[config.mk]
export PLATFORM = sky130hd
export DESIGN_NAME = pipelined_cla_adder_flat
export DESIGN_NICKNAME = d
export VERILOG_FILES = /design/src/rtl/pipelined_cla_adder_if.sv /design/src/rtl/pipelined_cla_adder.sv /design/src/flat_wrapper.sv
export SDC_FILE = /design/constraint.sdc
export NUM_CORES = 1
export LEC_CHECK = 0
export CAP_MARGIN = 20
export CORE_MARGIN = 1
export CORE_UTILIZATION = 49
export DETAILED_ROUTE_END_ITERATION = 7
export HOLD_SLACK_MARGIN = 0.05
export PLACE_DENSITY = 0.75
export SLEW_MARGIN = 20
export SYNTH_ARGS = -nofsm -noshare
export SYNTH_HDL_FRONTEND = slang
export SYNTH_SLANG_ARGS = --single-unit
[constraint.sdc]
create_clock -name clk -period 1.7 [get_ports clk]
set_clock_uncertainty 0.2 [all_clocks]
set_input_delay 0.34 -clock clk [delete_from_list [all_inputs] [get_ports clk]]
set_output_delay 0.34 -clock clk [all_outputs]
set_load 0.1 [all_outputs]
[src/rtl/pipelined_cla_adder_if.sv]
// pipelined_cla_adder_if: operand/result handshake bundle for pipelined_cla_adder
interface pipelined_cla_adder_if #(parameter int WIDTH = 16);
  logic             in_valid;
  logic             in_ready;
  logic [WIDTH-1:0] a;
  logic [WIDTH-1:0] b;
  logic             c_in;
  logic             sub;
  logic             out_valid;
  logic             out_ready;
  logic [WIDTH-1:0] s;
  logic             c_out;
  logic             ovf;
  modport master (output in_valid, a, b, c_in, sub, out_ready,
                  input  in_ready, out_valid, s, c_out, ovf);
  modport slave  (input  in_valid, a, b, c_in, sub, out_ready,
                  output in_ready, out_valid, s, c_out, ovf);
endinterface

[src/rtl/pipelined_cla_adder.sv]
// pipelined_cla_adder: STAGES-deep adder/subtractor built from 4-bit CLA slices; signed overflow only with CLA_ADDER_OVF_EN
module pipelined_cla_adder #(
  parameter int WIDTH  = 16,
  parameter int STAGES = 4
) (
  input logic clk,
  input logic rst_n,
  pipelined_cla_adder_if.slave bus
);
  localparam int SEG    = WIDTH / STAGES;
  localparam int SLICES = SEG / 4;

  logic             advance;
  logic [WIDTH-1:0] bp;
  logic             cin;

  assign advance     = !bus.out_valid || bus.out_ready;
  assign bus.in_ready = advance;
  assign bp          = bus.sub ? ~bus.b : bus.b;
  assign cin         = bus.sub | bus.c_in;

  // returns {group generate, group propagate, 4-bit sum} with all internal carries looked ahead
  function automatic logic [5:0] cla4(input logic [3:0] x, input logic [3:0] y, input logic ci);
    logic [3:0] g, p, c;
    g    = x & y;
    p    = x ^ y;
    c[0] = ci;
    c[1] = g[0] | (p[0] & ci);
    c[2] = g[1] | (p[1] & g[0]) | (p[1] & p[0] & ci);
    c[3] = g[2] | (p[2] & g[1]) | (p[2] & p[1] & g[0]) | (p[2] & p[1] & p[0] & ci);
    return {g[3] | (p[3] & g[2]) | (p[3] & p[2] & g[1]) | (p[3] & p[2] & p[1] & g[0]), &p, p ^ c};
  endfunction

  genvar k;
  for (k = 0; k < STAGES; k++) begin : stg
    localparam int W = WIDTH - k * SEG;
    logic [W-1:0]           a_in, b_in;
    logic                   c_in_s, v_in;
    logic [SEG-1:0]         ss;
    logic [SLICES:0]        gc;
    logic [5:0]             r;
    logic [(k+1)*SEG-1:0]   sum_d, sum_q;
    logic                   v_q, c_q;
`ifdef CLA_ADDER_OVF_EN
    logic                   am_in, bm_in, am_q, bm_q;
`endif
    if (k == 0) begin : head
      assign a_in   = bus.a;
      assign b_in   = bp;
      assign c_in_s = cin;
      assign v_in   = bus.in_valid;
      assign sum_d  = ss;
`ifdef CLA_ADDER_OVF_EN
      assign am_in  = bus.a[WIDTH-1];
      assign bm_in  = bp[WIDTH-1];
`endif
    end else begin : link
      assign a_in   = stg[k-1].ops.a_q;
      assign b_in   = stg[k-1].ops.b_q;
      assign c_in_s = stg[k-1].c_q;
      assign v_in   = stg[k-1].v_q;
      assign sum_d  = {ss, stg[k-1].sum_q};
`ifdef CLA_ADDER_OVF_EN
      assign am_in  = stg[k-1].am_q;
      assign bm_in  = stg[k-1].bm_q;
`endif
    end
    // segment adder: CLA slices chained through their group generate/propagate
    always_comb begin
      gc    = '0;
      ss    = '0;
      r     = '0;
      gc[0] = c_in_s;
      for (int j = 0; j < SLICES; j++) begin
        r            = cla4(a_in[4*j +: 4], b_in[4*j +: 4], gc[j]);
        ss[4*j +: 4] = r[3:0];
        gc[j+1]      = r[5] | (r[4] & gc[j]);
      end
    end
    // stage register: valid, segment carry and the bit-aligned partial sum move together on advance
    always_ff @(posedge clk or negedge rst_n) begin
      if (!rst_n) begin
        v_q   <= 1'b0;
        c_q   <= 1'b0;
        sum_q <= '0;
      end else if (advance) begin
        v_q   <= v_in;
        c_q   <= gc[SLICES];
        sum_q <= sum_d;
      end
    end
`ifdef CLA_ADDER_OVF_EN
    // operand sign bits travel with the beat for the final overflow test
    always_ff @(posedge clk or negedge rst_n) begin
      if (!rst_n) begin
        am_q <= 1'b0;
        bm_q <= 1'b0;
      end else if (advance) begin
        am_q <= am_in;
        bm_q <= bm_in;
      end
    end
`endif
    if (k < STAGES - 1) begin : ops
      logic [W-SEG-1:0] a_q, b_q;
      // operand bits not yet added are passed to the next stage
      always_ff @(posedge clk or negedge rst_n) begin
        if (!rst_n) begin
          a_q <= '0;
          b_q <= '0;
        end else if (advance) begin
          a_q <= a_in[W-1:SEG];
          b_q <= b_in[W-1:SEG];
        end
      end
    end
  end

  assign bus.out_valid = stg[STAGES-1].v_q;
  assign bus.s         = stg[STAGES-1].sum_q;
  assign bus.c_out     = stg[STAGES-1].c_q;
`ifdef CLA_ADDER_OVF_EN
  assign bus.ovf = (stg[STAGES-1].am_q == stg[STAGES-1].bm_q) && (bus.s[WIDTH-1] != stg[STAGES-1].am_q);
`else
  assign bus.ovf = 1'b0;
`endif
endmodule

[src/flat_wrapper.sv]
// flat-port wrapper written by rule: the top's interface ports become plain ports
module pipelined_cla_adder_flat 
#(
  parameter int WIDTH  = 16,
  parameter int STAGES = 4
)
  (clk, rst_n, bus_in_valid, bus_a, bus_b, bus_c_in, bus_sub, bus_out_ready, bus_in_ready, bus_out_valid, bus_s, bus_c_out, bus_ovf);
  pipelined_cla_adder_if #(.WIDTH(WIDTH)) bus_i ();
  input logic clk;
  input logic rst_n;
  input wire logic [$bits(bus_i.in_valid)-1:0] bus_in_valid;
  input wire logic [$bits(bus_i.a)-1:0] bus_a;
  input wire logic [$bits(bus_i.b)-1:0] bus_b;
  input wire logic [$bits(bus_i.c_in)-1:0] bus_c_in;
  input wire logic [$bits(bus_i.sub)-1:0] bus_sub;
  input wire logic [$bits(bus_i.out_ready)-1:0] bus_out_ready;
  output wire logic [$bits(bus_i.in_ready)-1:0] bus_in_ready;
  output wire logic [$bits(bus_i.out_valid)-1:0] bus_out_valid;
  output wire logic [$bits(bus_i.s)-1:0] bus_s;
  output wire logic [$bits(bus_i.c_out)-1:0] bus_c_out;
  output wire logic [$bits(bus_i.ovf)-1:0] bus_ovf;
  assign bus_i.in_valid = bus_in_valid;
  assign bus_i.a = bus_a;
  assign bus_i.b = bus_b;
  assign bus_i.c_in = bus_c_in;
  assign bus_i.sub = bus_sub;
  assign bus_i.out_ready = bus_out_ready;
  assign bus_in_ready = bus_i.in_ready;
  assign bus_out_valid = bus_i.out_valid;
  assign bus_s = bus_i.s;
  assign bus_c_out = bus_i.c_out;
  assign bus_ovf = bus_i.ovf;
  pipelined_cla_adder #(.WIDTH(WIDTH), .STAGES(STAGES)) u_core (.clk(clk), .rst_n(rst_n), .bus(bus_i));
endmodule
==> impl_summary.txt <==
----------------------------------------------------
[Run status]
  Run status ... finished, violations left
  Violations in the final reports ... setup timing

[Floorplanning]
  Die Ht ... 95.1 um
  Core Box Area ... 0.00830 sq mm
  Initial standard-cell utilization of the core ... 51.1%
  I/O pin cnt ... 58
  Die Width ... 95.1 um
  Area enclosed by the die boundary ... 0.00904 sq mm
  Site row count ... 33

[Global route]
  Initial antenna violation count ... 0
  Global routing usage on met3 ... 3.83%
  Aggregate global-route resource usage ... 20.8%
  Global-route wire length before repair ... about 14 mm
  Maximum number of pins on one net before global-route repair ... 38
  GR Layer Usage met2 ... 32.8%
  Met1 layer usage reported by global route ... between 20% and 30%
  Overflow left after global routing ... 0
  Via count of the first global-routing pass ... 3147
  Busiest metal layer after global routing ... met2

[Clock tree]
  Clock Sinks ... 96
  Clock-pin slew on the worst setup and hold paths ... 90 ps
  Number of CTS-inserted buffers ... 9
  Clock Latency Late Sink ... 360 ps
  Max Root-Sink Buffers ... 2
  CTS tree ... built
  Deepest level of the CTS H-tree ... 3
  Clock root buffer ... sky130_fd_sc_hd__clkbuf_8

[Min path]
  Type of the worst min-delay path ... in -> async

[STA]
  Final setup violation count ... 2
  Final period demand of the worst path ... 1770 ps
  Post-route worst setup slack ... -69.0 ps
  Maximum operating frequency ... 0.565 GHz
  Share of the cycle needed by the critical path after routing ... 104%
  Setup TNS Final ... -136 ps
  Max-slew violations ... 0
  Number of hold violations in the final report ... 0
  RSZ-0062 raised after global routing ... yes

[Final layout]
  Final Net Count ... 597
  Number of inserted diodes ... 0
  Multi-input gate area ... 0.00182 sq mm
  Area grow syn2layout ... 34.9%
  Number of filler instances in the final layout ... 607
  Share of the core filled with cells in the final layout ... 69.0%
  Commonest cells after routing, fill and taps aside ... sky130_fd_sc_hd__nand2_1 (204), sky130_fd_sc_hd__dfrtp_1 (95), sky130_fd_sc_hd__buf_4 (36), sky130_fd_sc_hd__clkdlybuf4s50_1 (30)
  Seq. cell area ... 0.00241 sq mm
  Share of post-route cells with drive strength above 1 ... about a fifth
  Most frequent standard cell in the layout excluding fill and tap cells ... sky130_fd_sc_hd__nand2_1
  Final Instance Area ... about 0.0057 sq mm

[Placement]
  Sum of net half-perimeters after detailed placement ... 5.89 mm
  Number of buffer cells added on primary ports ... 56
  Post-detailed-placement cell area ... 0.00535 sq mm
  Routability-driven placement congestion ratio ... 0.820

[Worst setup path]
  Startpoint class of the critical path ... flop
  Worst reg-to-reg setup slack ... 20 ps
  Critical path peak fanout ... 3
  Path depth of the worst reg2reg path ... 5
  Arrival time of data at the critical path endpoint ... 1230 ps
  Worst reg2reg path endpoint ... u_core.stg[1].c_q
  Startpoint of the most critical register-to-register path ... u_core.stg[0].ops.b_q[0]
  Critical path endpoint category ... output port
  Crit Path Class ... reg -> out
  Required time of the worst setup path ... 1160 ps

[Synth]
  Synthesized netlist net count ... 512
  Proportion of synthesized chip area in sequential cells ... 56.6%
  Number of flip-flops and latches in the synthesized netlist ... 96
  Cell count after synthesis ... 453
  Number of library cell types mapped by synthesis ... 28
  Mean Syn Cell Area ... 9.37 sq um
  Cell Area, Synth ... 0.00424 sq mm
  Synthesis Warnings ... 0

[Route]
  Final routed DRC violation total ... 0
  Routed length per instance ... 12.9 um
  DRT antenna net count ... 0
  Violation count after the first detailed-routing iteration ... 183
  Total wirelength of the detailed-routed design ... 8.35 mm
  Mean number of vias per cell ... 5.00
  Via Count ... ~3200
  DRT Pass-1 Iters ... 5

[Run]
  Number of maximum-capacitance constraint violations ... 0

[Pwr]
  Leakage dissipation ... 2.81 nW
  Pwr dens ... ~2000 mW/mm^2
  Max rail drop VDD ... 668 uV

----------------------------------------------------
[synthesized netlist by cell type]
cell type	number	area, sq um
sky130_fd_sc_hd__o211ai_2	1	12.5
sky130_fd_sc_hd__or3_1	1	6.26
sky130_fd_sc_hd__inv_2	1	3.75
sky130_fd_sc_hd__ha_1	17	213
sky130_fd_sc_hd__a21boi_1	1	7.51
sky130_fd_sc_hd__dfrtp_1	96	2400
sky130_fd_sc_hd__or2_2	1	6.26
sky130_fd_sc_hd__o21bai_1	3	22.5
sky130_fd_sc_hd__buf_4	1	7.51
sky130_fd_sc_hd__a211oi_1	8	60.1
sky130_fd_sc_hd__buf_2	12	60.1
sky130_fd_sc_hd__a21oi_1	11	55.1
sky130_fd_sc_hd__and2_1	1	6.26
sky130_fd_sc_hd__xor2_1	8	70.1
sky130_fd_sc_hd__nor2b_1	1	6.26
sky130_fd_sc_hd__a21o_1	3	22.5
sky130_fd_sc_hd__nor2_1	7	26.3
sky130_fd_sc_hd__nand2_1	204	766
sky130_fd_sc_hd__fa_1	4	80.1
sky130_fd_sc_hd__a22oi_1	1	7.51
sky130_fd_sc_hd__buf_6	1	11.3
sky130_fd_sc_hd__clkbuf_1	9	33.8
sky130_fd_sc_hd__conb_1	1	3.75
sky130_fd_sc_hd__inv_1	9	33.8
sky130_fd_sc_hd__o21ai_0	33	165
sky130_fd_sc_hd__a31o_1	1	8.76
sky130_fd_sc_hd__xnor2_1	16	140
sky130_fd_sc_hd__nand2b_1	1	6.26
[power by group]
group          switching [mW]  internal (mW)
Combinational            3.52           2.46
Sequential              0.685           3.31
Clock                   0.781          0.726
[how the worst max path moves through the flow]
stage                                    start                endpoint  slack (ps)  depth (start not counted)
after global routing      u_core.bus.out_valid            bus_in_ready        -110                          3
after global placement                 bus_sub  u_core.stg[0].sum_q[3]        -740                          8
after floorplan                        bus_sub  u_core.stg[0].sum_q[3]        -400                          8
after CTS                 u_core.bus.out_valid            bus_in_ready         -90                          3
final                     u_core.bus.out_valid            bus_in_ready         -70                          3
after detailed placement               bus_sub  u_core.stg[0].sum_q[3]        -790                          8
[cell type report]
class	instances	area share, %
Timing Repair Buffer	97	19.7
Clock buffer	10	2.40
Sequential cell	96	42.0
Inverter	10	0.743
Clock inverter	6	1.14
Multi-Input combinational cell	324	31.7
Tap cell	105	2.29
[critical path: stages (launching register included)]
cell and delay, ps:
sky130_fd_sc_hd__dfrtp_4 480, sky130_fd_sc_hd__nor2b_4 150, sky130_fd_sc_hd__inv_6 80, sky130_fd_sc_hd__buf_12 170
[kinds of logic after synthesis]
| logic type | count (synthesis) | share of synthesized area, % |
|---|---|---|
| and+or+nand+nor | 216 | 19.4 |
| DFF | 96 | 56.6 |
| AOI/OAI and AO/OA | 62 | 8.52 |
| buffers and inverters | 33 | 3.54 |
| xor gates and xnor gates | 24 | 4.95 |
| adders and majority gates | 21 | 6.90 |
| other | 1 | 0.0884 |
[sequential cells by signal, summed over array words and instances, names as in the netlist]
| signal | count |
|---|---|
| u_core.stg.ops.b_q | 24 |
| u_core.stg.v_q | 3 |
| u_core.bus.s | 16 |
| u_core.bus.out_valid | 1 |
| u_core.stg.sum_q | 24 |
| u_core.stg.ops.a_q | 24 |
| u_core.stg.c_q | 3 |
| u_core.bus.c_out | 1 |
[routing by layer]
metal	part of all wire [%]	wire length, um
met1	44	3690
met2	50	4200
met3	3.4	287
met4	2.1	172
met5	0	0
[stage by stage]
step | power [mW] | cells | worst slack (ps) | hold WS (ps)
finish | 11.5 | 648 | -69.0 | 158
global placement | 9.36 | 623 | -738 | -9.21
detailed placement | 9.57 | 623 | -788 | -6.59
CTS | 11.3 | 646 | -91.2 | 152
global route | 12.3 | 648 | -114 | 163
floorplan | 7.49 | 453 | -403 | -156
[timing repair]
| action | CTS | global route |
|---|---|---|
| pin swaps | 13 | 8 |
| resized for setup | 23 | 17 |
| hold endpoints to repair | 96 | 0 |
| hold buffers | 1 | 0 |
| endpoints found under the setup margin | 12 | 13 |
| buffers inserted | 6 | 2 |
No activity file was read; power rests on OpenSTA's default activity.
